<file path="config.mk">
export PLATFORM = sky130hd
export DESIGN_NAME = axil_apb_port_arbiter
export DESIGN_NICKNAME = d
export VERILOG_FILES = /design/src/rtl/axil_apb_port_arbiter.sv
export SDC_FILE = /design/constraint.sdc
export NUM_CORES = 1
export LEC_CHECK = 0
export BUFFER_PORTS_ARGS = -buffer_cell sky130_fd_sc_hd__buf_2
export CAP_MARGIN = 5
export CORE_AREA = 2 2 154 156
export DETAILED_ROUTE_END_ITERATION = 10
export DIE_AREA = 0 0 156 158
export PLACE_DENSITY = 0.41
export SYNTH_ARGS = -nofsm -noshare
export SYNTH_HDL_FRONTEND = slang
export SYNTH_SLANG_ARGS = --single-unit
export TNS_END_PERCENT = 20
</file>
<file path="constraint.sdc">
create_clock -name s_axi_clk -period 1.95 [get_ports s_axi_clk]
set_input_delay 0.195 -clock s_axi_clk [delete_from_list [all_inputs] [get_ports s_axi_clk]]
set_output_delay 0.195 -clock s_axi_clk [all_outputs]
set_load 0.1 [all_outputs]
</file>
<file path="src/rtl/axil_apb_port_arbiter.sv">
// Round-robin arbiter sharing one AXI4-Lite slave port among N_MASTERS masters.
// One transaction (read or write) is carried end to end before the next grant.
module axil_apb_port_arbiter #(
  parameter  int N_MASTERS = 2,
  parameter  int ADDR_W    = 32,
  parameter  int DATA_W    = 32,
  localparam int IDX_W     = $clog2(N_MASTERS)
) (
  input  logic                        s_axi_clk,
  input  logic                        s_axi_aresetn,
  input  logic [N_MASTERS*ADDR_W-1:0] s_awaddr,
  input  logic [N_MASTERS-1:0]        s_awvalid,
  output logic [N_MASTERS-1:0]        s_awready,
  input  logic [N_MASTERS*DATA_W-1:0] s_wdata,
  input  logic [N_MASTERS-1:0]        s_wvalid,
  output logic [N_MASTERS-1:0]        s_wready,
  output logic [1:0]                  s_bresp,
  output logic [N_MASTERS-1:0]        s_bvalid,
  input  logic [N_MASTERS-1:0]        s_bready,
  input  logic [N_MASTERS*ADDR_W-1:0] s_araddr,
  input  logic [N_MASTERS-1:0]        s_arvalid,
  output logic [N_MASTERS-1:0]        s_arready,
  output logic [DATA_W-1:0]           s_rdata,
  output logic [1:0]                  s_rresp,
  output logic [N_MASTERS-1:0]        s_rvalid,
  input  logic [N_MASTERS-1:0]        s_rready,
  output logic [ADDR_W-1:0]           m_awaddr,
  output logic                        m_awvalid,
  input  logic                        m_awready,
  output logic [DATA_W-1:0]           m_wdata,
  output logic                        m_wvalid,
  input  logic                        m_wready,
  input  logic [1:0]                  m_bresp,
  input  logic                        m_bvalid,
  output logic                        m_bready,
  output logic [ADDR_W-1:0]           m_araddr,
  output logic                        m_arvalid,
  input  logic                        m_arready,
  input  logic [DATA_W-1:0]           m_rdata,
  input  logic [1:0]                  m_rresp,
  input  logic                        m_rvalid,
  output logic                        m_rready,
  output logic [IDX_W-1:0]            grant_idx,
  output logic                        busy,
  output logic [2:0]                  state_dbg
);

  // Handshakes: a transfer happens on a rising clock edge where valid and ready
  // are both high; valid never waits on ready.
  typedef enum logic [2:0] {IDLE, WR_ADDR, WR_RESP, RD_ADDR, RD_RESP} state_e;

  state_e                 state_q, state_d;
  logic [IDX_W-1:0]       grant_q, grant_d;
  logic [IDX_W-1:0]       ptr_q, ptr_d;
  logic [N_MASTERS-1:0]   last_q, last_d;   // 1 = last served type was read
  logic                   aw_done_q, aw_done_d;
  logic                   w_done_q, w_done_d;

  logic [N_MASTERS-1:0]   req;
  logic                   found_hi, found_lo, win_found, rd_pick;
  logic [IDX_W-1:0]       hi_idx, lo_idx, win_idx;
  logic                   aw_hs, w_hs;

  always_ff @(posedge s_axi_clk or negedge s_axi_aresetn) begin
    if (!s_axi_aresetn) begin
      state_q   <= IDLE;
      grant_q   <= '0;
      ptr_q     <= IDX_W'(N_MASTERS - 1);
      last_q    <= '0;
      aw_done_q <= 1'b0;
      w_done_q  <= 1'b0;
    end else begin
      state_q   <= state_d;
      grant_q   <= grant_d;
      ptr_q     <= ptr_d;
      last_q    <= last_d;
      aw_done_q <= aw_done_d;
      w_done_q  <= w_done_d;
    end
  end

  // Granted master's address/data slices are always forwarded.
  always_comb begin
    m_awaddr = '0;
    m_araddr = '0;
    m_wdata  = '0;
    for (int k = 0; k < N_MASTERS; k++) begin
      if (grant_q == IDX_W'(k)) begin
        m_awaddr = s_awaddr[k*ADDR_W +: ADDR_W];
        m_araddr = s_araddr[k*ADDR_W +: ADDR_W];
        m_wdata  = s_wdata[k*DATA_W +: DATA_W];
      end
    end
  end

  // Winner: first requester above the pointer, else first at or below it.
  always_comb begin
    req      = s_awvalid | s_arvalid;
    found_hi = 1'b0;
    found_lo = 1'b0;
    hi_idx   = '0;
    lo_idx   = '0;
    for (int k = 0; k < N_MASTERS; k++) begin
      if (!found_hi && req[k] && (IDX_W'(k) > ptr_q)) begin
        found_hi = 1'b1;
        hi_idx   = IDX_W'(k);
      end
      if (!found_lo && req[k] && (IDX_W'(k) <= ptr_q)) begin
        found_lo = 1'b1;
        lo_idx   = IDX_W'(k);
      end
    end
    win_found = found_hi | found_lo;
    win_idx   = found_hi ? hi_idx : lo_idx;
    rd_pick   = s_arvalid[win_idx] & (~s_awvalid[win_idx] | ~last_q[win_idx]);
  end

  always_comb begin
    state_d   = state_q;
    grant_d   = grant_q;
    ptr_d     = ptr_q;
    last_d    = last_q;
    aw_done_d = aw_done_q;
    w_done_d  = w_done_q;
    s_awready = '0;
    s_wready  = '0;
    s_arready = '0;
    s_bvalid  = '0;
    s_rvalid  = '0;
    s_bresp   = 2'b00;
    s_rresp   = 2'b00;
    s_rdata   = '0;
    m_awvalid = 1'b0;
    m_wvalid  = 1'b0;
    m_arvalid = 1'b0;
    m_bready  = 1'b0;
    m_rready  = 1'b0;
    aw_hs     = 1'b0;
    w_hs      = 1'b0;
    case (state_q)
      IDLE: begin
        if (win_found) begin
          grant_d   = win_idx;
          state_d   = rd_pick ? RD_ADDR : WR_ADDR;
          aw_done_d = 1'b0;
          w_done_d  = 1'b0;
        end
      end
      WR_ADDR: begin
        // A channel already accepted is masked so it cannot transfer twice.
        m_awvalid          = s_awvalid[grant_q] & ~aw_done_q;
        m_wvalid           = s_wvalid[grant_q] & ~w_done_q;
        s_awready[grant_q] = m_awready & ~aw_done_q;
        s_wready[grant_q]  = m_wready & ~w_done_q;
        aw_hs              = m_awvalid & m_awready;
        w_hs               = m_wvalid & m_wready;
        if (aw_hs) aw_done_d = 1'b1;
        if (w_hs)  w_done_d  = 1'b1;
        if ((aw_done_q | aw_hs) && (w_done_q | w_hs)) state_d = WR_RESP;
      end
      WR_RESP: begin
        s_bvalid[grant_q] = m_bvalid;
        m_bready          = s_bready[grant_q];
        s_bresp           = m_bresp;
        if (m_bvalid && m_bready) begin
          state_d         = IDLE;
          ptr_d           = grant_q;
          last_d[grant_q] = 1'b0;
        end
      end
      RD_ADDR: begin
        m_arvalid          = s_arvalid[grant_q];
        s_arready[grant_q] = m_arready;
        if (m_arvalid && m_arready) state_d = RD_RESP;
      end
      RD_RESP: begin
        s_rvalid[grant_q] = m_rvalid;
        m_rready          = s_rready[grant_q];
        s_rdata           = m_rdata;
        s_rresp           = m_rresp;
        if (m_rvalid && m_rready) begin
          state_d         = IDLE;
          ptr_d           = grant_q;
          last_d[grant_q] = 1'b1;
        end
      end
      default: state_d = IDLE;
    endcase
  end

  assign grant_idx = grant_q;
  assign busy      = (state_q != IDLE);
  assign state_dbg = state_q;

endmodule

</file>
==> run_results.csv, run 1 <==
group,metric,value,unit
synthesis,syn_nets,476,
finish,layout_commonest_cell,"buf_2",
power,peakVddDrop,0.999,mV
drt,num_vias,3374,
drt,route.detailed.drc,0,
global_routing,grt_pass1_vias,3493,
finish,area_growth_syn_to_layout,232,%
synthesis,ys.flop_type,"dfrtp_1",
finish,fin_area,7010,µm²
global_routing,grt_pass1_wl,20.6,mm
worst_setup_path,critPathCaptureType,"output pin",
timing,skew,0.647,ps
placed_design,port_buffers,396,
clocking,cts_max_level,1,
timing,worst_slew_pin_slew,563,ps
synthesis,yosysSeqAreaShare,10.7,%
clocking,insertion_delay,230,ps
finish,finalNetCount,877,
floorplan,rows,56,
floorplan,core,23100,µm²
clocking,root_buffer,"clkbuf_16",
finish,final_cell_mix,"buf_2, buf_12, mux2_2",
global_routing,gr-total-overflow,0,
job,cap_violations,0,
worst_setup_path,path_max_fanout,59,
placed_design,place_congestion,0.763,
synthesis,synthCells,231,
timing,hold_violations,0,
run_status,status,"complete, no violations",
timing,setup_ws,25.5,ps
floorplan,pin_count,397,
finish,fillers,2358,
timing,slew_headroom,61.4,%
timing,period_minus_slack,1920,ps
clocking,cts_tree,"built",
worst_hold_path,hold_path.class,"primary input to flop",
floorplan,initial_core_util,9.16,%
global_routing,grt_max_degree,60,
synthesis,ys_seq_elements,9,
timing,drv_slew,0,
synthesis,synth_edf_count,0,
timing,fmax,520,MHz
power,p_leak,3.26,nW
global_routing,antenna_found_initial,3,
synthesis,async_flop_share,100,%
drt,routed_wl,15.0,mm
timing,grt_setup_unrepaired,"true",
drt,dr.pass1.iters,4,
synthesis,synth.avg_cell_area,9.14,µm²
synthesis,synth_cell_types,43,
placed_design,dp.cells,907,
drt,first_iter_violations,120,
floorplan,die_area,24600,µm²
clocking,clkTransAtPathRegs,40,ps
clocking,clk_path_buf_depth,2,
power,cellPowerDensity,1780,nW/µm²
drt,wl_met2,8.39,mm
placed_design,dp_slack,137,ps
synthesis,yosys_warnings,0,
clocking,cts_inserted_buffers,3,
finish,fin_util,30.4,%
synthesis,netlist_area,2110,µm²
worst_setup_path,arrival,1730,ps
worst_setup_path,start_kind,"flop",
drt,dr.max_layer_used,"met4",
finish,instances_no_fill,923,
drt,vias_per_cell,3.66,
timing,setup_violations,0,
clocking,cts.sinks,9,
worst_setup_path,critPathKind,"flop to output pin",
worst_setup_path,required,1750,ps
floorplan,die_h,158,µm
drt,detail-route-antenna-nets,0,
power,power,12.5,mW
floorplan,dieWidth,156,µm
global_routing,grtUsageTotal,11.1,%
drt,wl_per_cell,16.3,µm
drt,wl_met1,5.06,mm
placed_design,dpl.hpwl,13.6,mm
timing,period_share,98.7,%
drt,met3_length,1.41,mm
placed_design,post_dp_cell_area,6830,µm²
finish,layout-drive-gt1-share,89.5,%
[critical path: stages (launching register included)]
cell,delay (ps)
dfrtp_4,480
buf_12,280
mux2_2,450
buf_12,190
[cell usage after synthesis (3+ instances only)]
cell type  count  area [µm²]
inv_1          4        15.0
nor3_1         3        15.0
nand2b_1       4        25.0
nor2b_1        4        25.0
nand2_1        7        26.3
and2_1        36         225
dfrtp_1        8         200
buf_2         12        60.1
nor2_1        13        48.8
mux2_2        97        1090
mux2i_1        4        40.0
o21ai_0        6        30.0
[cells by family after synthesis]
family	after synthesis	synth area share (%)
AOI/OAI and AO/OA	19	6.34
DFF	9	10.7
muxes	102	54.4
buffers and inverters	21	5.39
and+or+nand+nor	80	23.2
[metrics by stage]
step / TNS, ps / hold slack (ps)
after floorplan: -6620 / -101
after global placement: 0 / 67.9
after detailed placement: 0 / 67.6
after CTS: -39.4 / 257
after global routing: -136 / 276
final: 0 / 255
[what timing repair did]
item                                    4_1_cts  5_1_grt
setup buffers                                 8        1
resized for setup                             1        2
endpoints found under the hold margin         8        0
endpoints found under the setup margin        6       23
hold buffers                                  1        0
pin swaps                                     4        3
[worst paths after layout]
check	startpoint	end	slack (ps)	cells past startpoint
min in group asynchronous	s_axi_aresetn	w_done_q$_DFFE_PN0P_	370	2
max in group asynchronous	s_axi_aresetn	ptr_q$_DFFE_PN1P_	1330	2
min reg2reg	flop	flop	510	1
max	grant_idx$_DFFE_PN0P_	m_wdata[9]	30	3
min	m_arready	state_dbg[2]$_DFFE_PN0P_	260	3
max reg2reg	grant_idx$_DFFE_PN0P_	flop	200	4
[layer usage]
metal	vias up	track usage, %
li1	1635	-
met1	1497	11.4
met2	233	22.5
met3	9	2.90
met4	0	2.05
met5	-	0
[power by group]
group / leakage (nW) / internal [mW] / switching [mW] / total (mW)
clock network: 0.0382 / 0.273 / 0.0866 / 0.360
registers: 0.109 / 0.296 / 0.128 / 0.423
logic: 3.11 / 4.19 / 7.48 / 11.7
[final cells by class]
| cell class | instances | area (µm²) | area share, % |
|---|---|---|---|
| Antenna cell | 2 | 5.00 | 0.0714 |
| Clock buffer | 4 | 78.8 | 1.13 |
| Inverter | 4 | 15.0 | 0.214 |
| Multi-Input combinational cell | 201 | 1950 | 27.8 |
| Sequential cell | 9 | 241 | 3.45 |
| Tap cell | 290 | 363 | 5.18 |
| Timing Repair Buffer | 413 | 4360 | 62.2 |
No activity file was read; power rests on OpenSTA's default activity.
==> inputs of run 2 (changes only) <==
- REMOVE_ABC_BUFFERS: not set -> 1
==> run 2 against run 1 <==
  * Register-to-register slack about the same
  * First-iteration DRC count decreased by 36%
  * Die area unchanged
  * Maximum frequency increased by 0.45%
  * Sequential power decreased by 5.0%
  * Sequential share of layout area increased by 0.075 points
  * Largest cell class unchanged
==> run_results.csv, run 2 (synthesized netlist as in run 1, its figures left out) <==
group,metric,value,unit
timing,hold_violations,0,
floorplan,die_area,24600,µm²
floorplan,initial_core_util,9.16,%
worst_setup_path,critPathKind,"flop to output pin",
placed_design,dp.cells,912,
worst_setup_path,crit_chain,"or3b_4 -> nor3_1 -> buf_12",
finish,instances_no_fill,924,
drt,vias_per_cell,3.66,
clocking,root_buffer,"clkbuf_16",
finish,layout-drive-gt1-share,85.4,%
finish,layout_commonest_cell,"buf_2",
timing,holdWs,244,ps
global_routing,grt_pass1_wl,21.0,mm
timing,skew,1.87,ps
worst_setup_path,critPathCaptureType,"output pin",
run_status,status,"complete, no violations",
floorplan,core,23100,µm²
finish,final_cell_mix,"buf_2, buf_12, mux2_2",
clocking,cts_inserted_buffers,3,
global_routing,gr-total-overflow,0,
global_routing,antenna_found_initial,3,
power,cellPowerDensity,1820,nW/µm²
clocking,cts_tree,"built",
clocking,cts.sinks,9,
clocking,cts_max_level,1,
timing,grt_setup_unrepaired,"true",
power,p_leak,3.14,nW
floorplan,pin_count,397,
timing,drv_slew,0,
timing,setup_violations,0,
drt,routed_wl,15.4,mm
worst_setup_path,required,1750,ps
clocking,clkTransAtPathRegs,40,ps
drt,dr.pass1.iters,4,
worst_setup_path,cp_top_family,"simple AND/OR/NAND/NOR gates",
timing,period_share,98.2,%
floorplan,rows,56,
global_routing,grt_max_degree,27,
drt,detail-route-antenna-nets,0,
worst_hold_path,hold_path.class,"primary input to flop",
worst_setup_path,cp.buffers_inverters,1,
power,peakVddDrop,0.713,mV
worst_setup_path,critical-path-max-stage-delay,440,ps
timing,period_minus_slack,1920,ps
floorplan,die_h,158,µm
drt,num_vias,3381,
timing,worst_slew_pin_slew,523,ps
job,cap_violations,0,
worst_setup_path,arrival,1720,ps
global_routing,grt_pass1_vias,3487,
timing,slew_headroom,65.4,%
global_routing,grtUsageTotal,11.5,%
placed_design,dpl.hpwl,13.6,mm
worst_setup_path,cpMaxStageDelayCell,"dfrtp_2",
clocking,clk_path_buf_depth,2,
placed_design,place_congestion,0.776,
finish,area_growth_syn_to_layout,215,%
clocking,insertion_delay,240,ps
worst_setup_path,start_kind,"flop",
placed_design,port_buffers,396,
drt,route.detailed.drc,0,
drt,first_iter_violations,77,
finish,finalNetCount,878,
floorplan,dieWidth,156,µm
power,power,12.1,mW
timing,fmax,522,MHz
worst_setup_path,path_max_fanout,6,
drt,wl_per_cell,16.6,µm
==> run 2: power by group <==
part / total (mW) / internal [mW] / switching (mW)
registers: 0.402 / 0.283 / 0.118
logic: 11.3 / 3.90 / 7.42
clock network: 0.378 / 0.272 / 0.106
total: 12.1 / 4.46 / 7.64
==> run 2: path summary, 6_finish.rpt <==
| check | start | end | slack, ps | cells after the start |
|---|---|---|---|---|
| max reg2reg | grant_idx$_DFFE_PN0P_ | flop | 190 | 5 |
| min | m_arready | state_dbg[2]$_DFFE_PN0P_ | 240 | 3 |
| max | state_dbg[2]$_DFFE_PN0P_ | m_awvalid | 30 | 3 |
| min reg2reg | aw_done_q$_DFFE_PN0P_ | aw_done_q$_DFFE_PN0P_ | 530 | 2 |
| min in group asynchronous | s_axi_aresetn | w_done_q$_DFFE_PN0P_ | 360 | 2 |
| max in group asynchronous | s_axi_aresetn | ptr_q$_DFFE_PN1P_ | 1330 | 2 |
==> run 2: metal layers <==
metal | track usage, % | vias up | routed length, µm
met5 | 0 | - | 13
met2 | 22.1 | 212 | 8030
met4 | 2.32 | 2 | 142
met1 | 12.5 | 1521 | 5760
li1 | - | 1636 | -
met3 | 3.15 | 10 | 1420
==> run 2: final cells by class <==
| cell class | count | area (µm²) |
|---|---|---|
| timing repair buffer | 414 | 4120 |
| sequential | 9 | 234 |
| fill | 2423 | 16400 |
| tap | 290 | 363 |
| multi-input combinational | 201 | 1820 |
| clock buffer | 3 | 75.1 |
| inverter | 4 | 15.0 |
| clock inverter | 1 | 5.00 |
| antenna | 2 | 5.00 |
==> run 2: worst register-to-register path, cell delays in order (launching register included) <==
cell	delay [ps]
dfrtp_4	550
buf_4	180
mux2i_1	310
o22ai_2	190
nand2_2	120
mux2_4	290
==> run 2: stage by stage <==
stage | instance area [µm²] | TNS, ps | utilization, % | setup WS, ps
6_report | 6640 | 0 | 28.8 | 34.1
5_1_grt | 6640 | -7.69 | 28.8 | -4.08
4_1_cts | 6600 | -22.8 | 28.6 | -13.0
3_5_place_dp | 6390 | 0 | 27.7 | 176
3_3_place_gp | 6390 | 0 | 27.7 | 193
2_1_floorplan | 2010 | -345300 | - | -3860
==> run 2: repair_timing <==
item	in CTS	in global routing
endpoints found under the hold margin	8	0
cloned	2	0
resized for setup	11	12
hold buffers	1	0
setup endpoints to repair	26	50
setup buffers	2	1
pin swaps	0	3
==> inputs of run 3 (changes only) <==
- MAX_ROUTING_LAYER: not set -> met4
==> run 3 against run 2 <==
  * First-iteration DRC count increased by 5.2%
  * Critical path depth unchanged
  * Sequential share of layout area about the same
  * Critical path type unchanged
==> run_results.csv, run 3 (synthesized netlist as in run 1, its figures left out) <==
group,metric,value,unit
power,peakVddDrop,0.713,mV
clocking,cts_tree,"built",
timing,drv_slew,0,
timing,fmax,523,MHz
timing,hold_violations,0,
timing,holdWs,244,ps
global_routing,grtUsageTotal,11.8,%
clocking,cts_max_level,1,
finish,final_cell_mix,"buf_2, buf_12, mux2_2",
clocking,cts.sinks,9,
worst_setup_path,critical-path-max-stage-delay,510,ps
timing,grt_setup_unrepaired,"true",
floorplan,die_h,158,µm
worst_setup_path,required,1750,ps
clocking,insertion_delay,240,ps
power,p_leak,3.14,nW
worst_setup_path,arrival,1720,ps
clocking,clk_path_buf_depth,2,
global_routing,gr-total-overflow,0,
placed_design,place_congestion,0.787,
drt,vias_per_cell,3.66,
power,cellPowerDensity,1820,nW/µm²
drt,route.detailed.drc,0,
drt,first_iter_violations,81,
finish,area_growth_syn_to_layout,215,%
timing,setup_tns,0,ps
finish,layout-drive-gt1-share,85.4,%
drt,wl_per_cell,16.6,µm
global_routing,grt_pass1_vias,3507,
clocking,clkTransAtPathRegs,40,ps
finish,multi_input_area,1820,µm²
drt,routed_wl,15.4,mm
worst_setup_path,critPathKind,"flop to output pin",
timing,worst_slew_pin_slew,522,ps
placed_design,port_buffers,396,
worst_setup_path,crit_chain,"bufbuf_16 -> mux2_2 -> buf_12",
floorplan,dieWidth,156,µm
placed_design,dpl.hpwl,13.6,mm
drt,detail-route-antenna-nets,0,
worst_setup_path,path_max_fanout,25,
run_status,status,"complete, no violations",
clocking,root_buffer,"clkbuf_16",
finish,finalNetCount,878,
worst_setup_path,r2r_start,"grant_idx$_DFFE_PN0P_",
drt,dr.pass1.iters,3,
timing,setup_violations,0,
global_routing,grt_pass1_wl,20.9,mm
job,cap_violations,0,
floorplan,initial_core_util,9.16,%
timing,skew,1.83,ps
timing,slew_headroom,65.4,%
floorplan,pin_count,397,
global_routing,antenna_found_initial,3,
finish,register_area,234,µm²
finish,layout_commonest_cell,"buf_2",
worst_setup_path,start_kind,"flop",
timing,period_minus_slack,1910,ps
finish,fillers,2422,
worst_setup_path,critPathLaunch,"grant_idx$_DFFE_PN0P_",
clocking,cts_inserted_buffers,3,
worst_setup_path,cpMaxStageDelayCell,"dfrtp_4",
floorplan,rows,56,
worst_setup_path,critPathCaptureType,"output pin",
global_routing,grt_max_degree,27,
drt,num_vias,3384,
worst_hold_path,hp-start,"m_arready",
floorplan,die_area,24600,µm²
floorplan,core,23100,µm²
timing,period_share,98.0,%
worst_hold_path,hold_path.class,"primary input to flop",
## run 3: cell types whose count changed in the layout (fill, tap and decap cells not counted)
cell	delta
diode_2	+1
## run 3: worst paths after layout
check | end | slack (ps) | depth (start not counted)
setup / recovery | m_araddr[0] | 40 | 3
hold / removal | state_dbg[2]$_DFFE_PN0P_ | 240 | 3
setup reg to reg | flop | 200 | 5
hold reg to reg | aw_done_q$_DFFE_PN0P_ | 540 | 2
max in group asynchronous | ptr_q$_DFFE_PN1P_ | 1320 | 2
min in group asynchronous | w_done_q$_DFFE_PN0P_ | 360 | 2
## run 3: metal layers
metal	global-route usage (%)	part of all wire, %
met1	12.5	37
met2	22.1	52
met4	2.32	0.89
met3	3.15	9.4
met5	-	0
## run 3: metrics by stage
step / utilization, % / setup slack (ps) / instance area [µm²] / cells / total power [mW]
finish: 28.8 / 38.6 / 6650 / 925 / 12.1
global route: 28.8 / -4.09 / 6650 / 925 / 12.5
CTS: 28.6 / -13.0 / 6600 / 921 / 12.1
detailed placement: 27.7 / 176 / 6390 / 912 / 11.4
global placement: 27.7 / 193 / 6390 / 912 / 11.4
floorplan: - / -3860 / 2010 / 214 / 6.14
## run 3: worst max-delay path: cells and delay by family (launching register included)
kind                   cells  cell delay (ps)
buffers and inverters      2              540
flip-flops                 1              510
multiplexers               1              410
## run 3: where the power goes
group          switching, mW  total (mW)  internal, mW
sequential             0.118       0.401         0.283
clock                  0.106       0.378         0.272
combinational           7.41        11.3          3.90
## run 3: cell type report
| cell class | count | share of cell area [%] |
|---|---|---|
| Inverter | 4 | 0.226 |
| Multi-Input combinational cell | 201 | 27.4 |
| Clock buffer | 3 | 1.13 |
| Sequential cell | 9 | 3.52 |
| Timing Repair Buffer | 414 | 62.0 |
| Clock inverter | 1 | 0.0753 |
| Tap cell | 290 | 5.46 |
| Antenna cell | 3 | 0.113 |
## run 3: repair_timing
item | in CTS | in global routing
hold buffers | 1 | 0
setup buffers | 2 | 1
gates resized for setup | 11 | 12
pin swaps | 0 | 3
cloned | 2 | 0
endpoints found under the setup margin | 26 | 50
hold endpoints to repair | 8 | 0
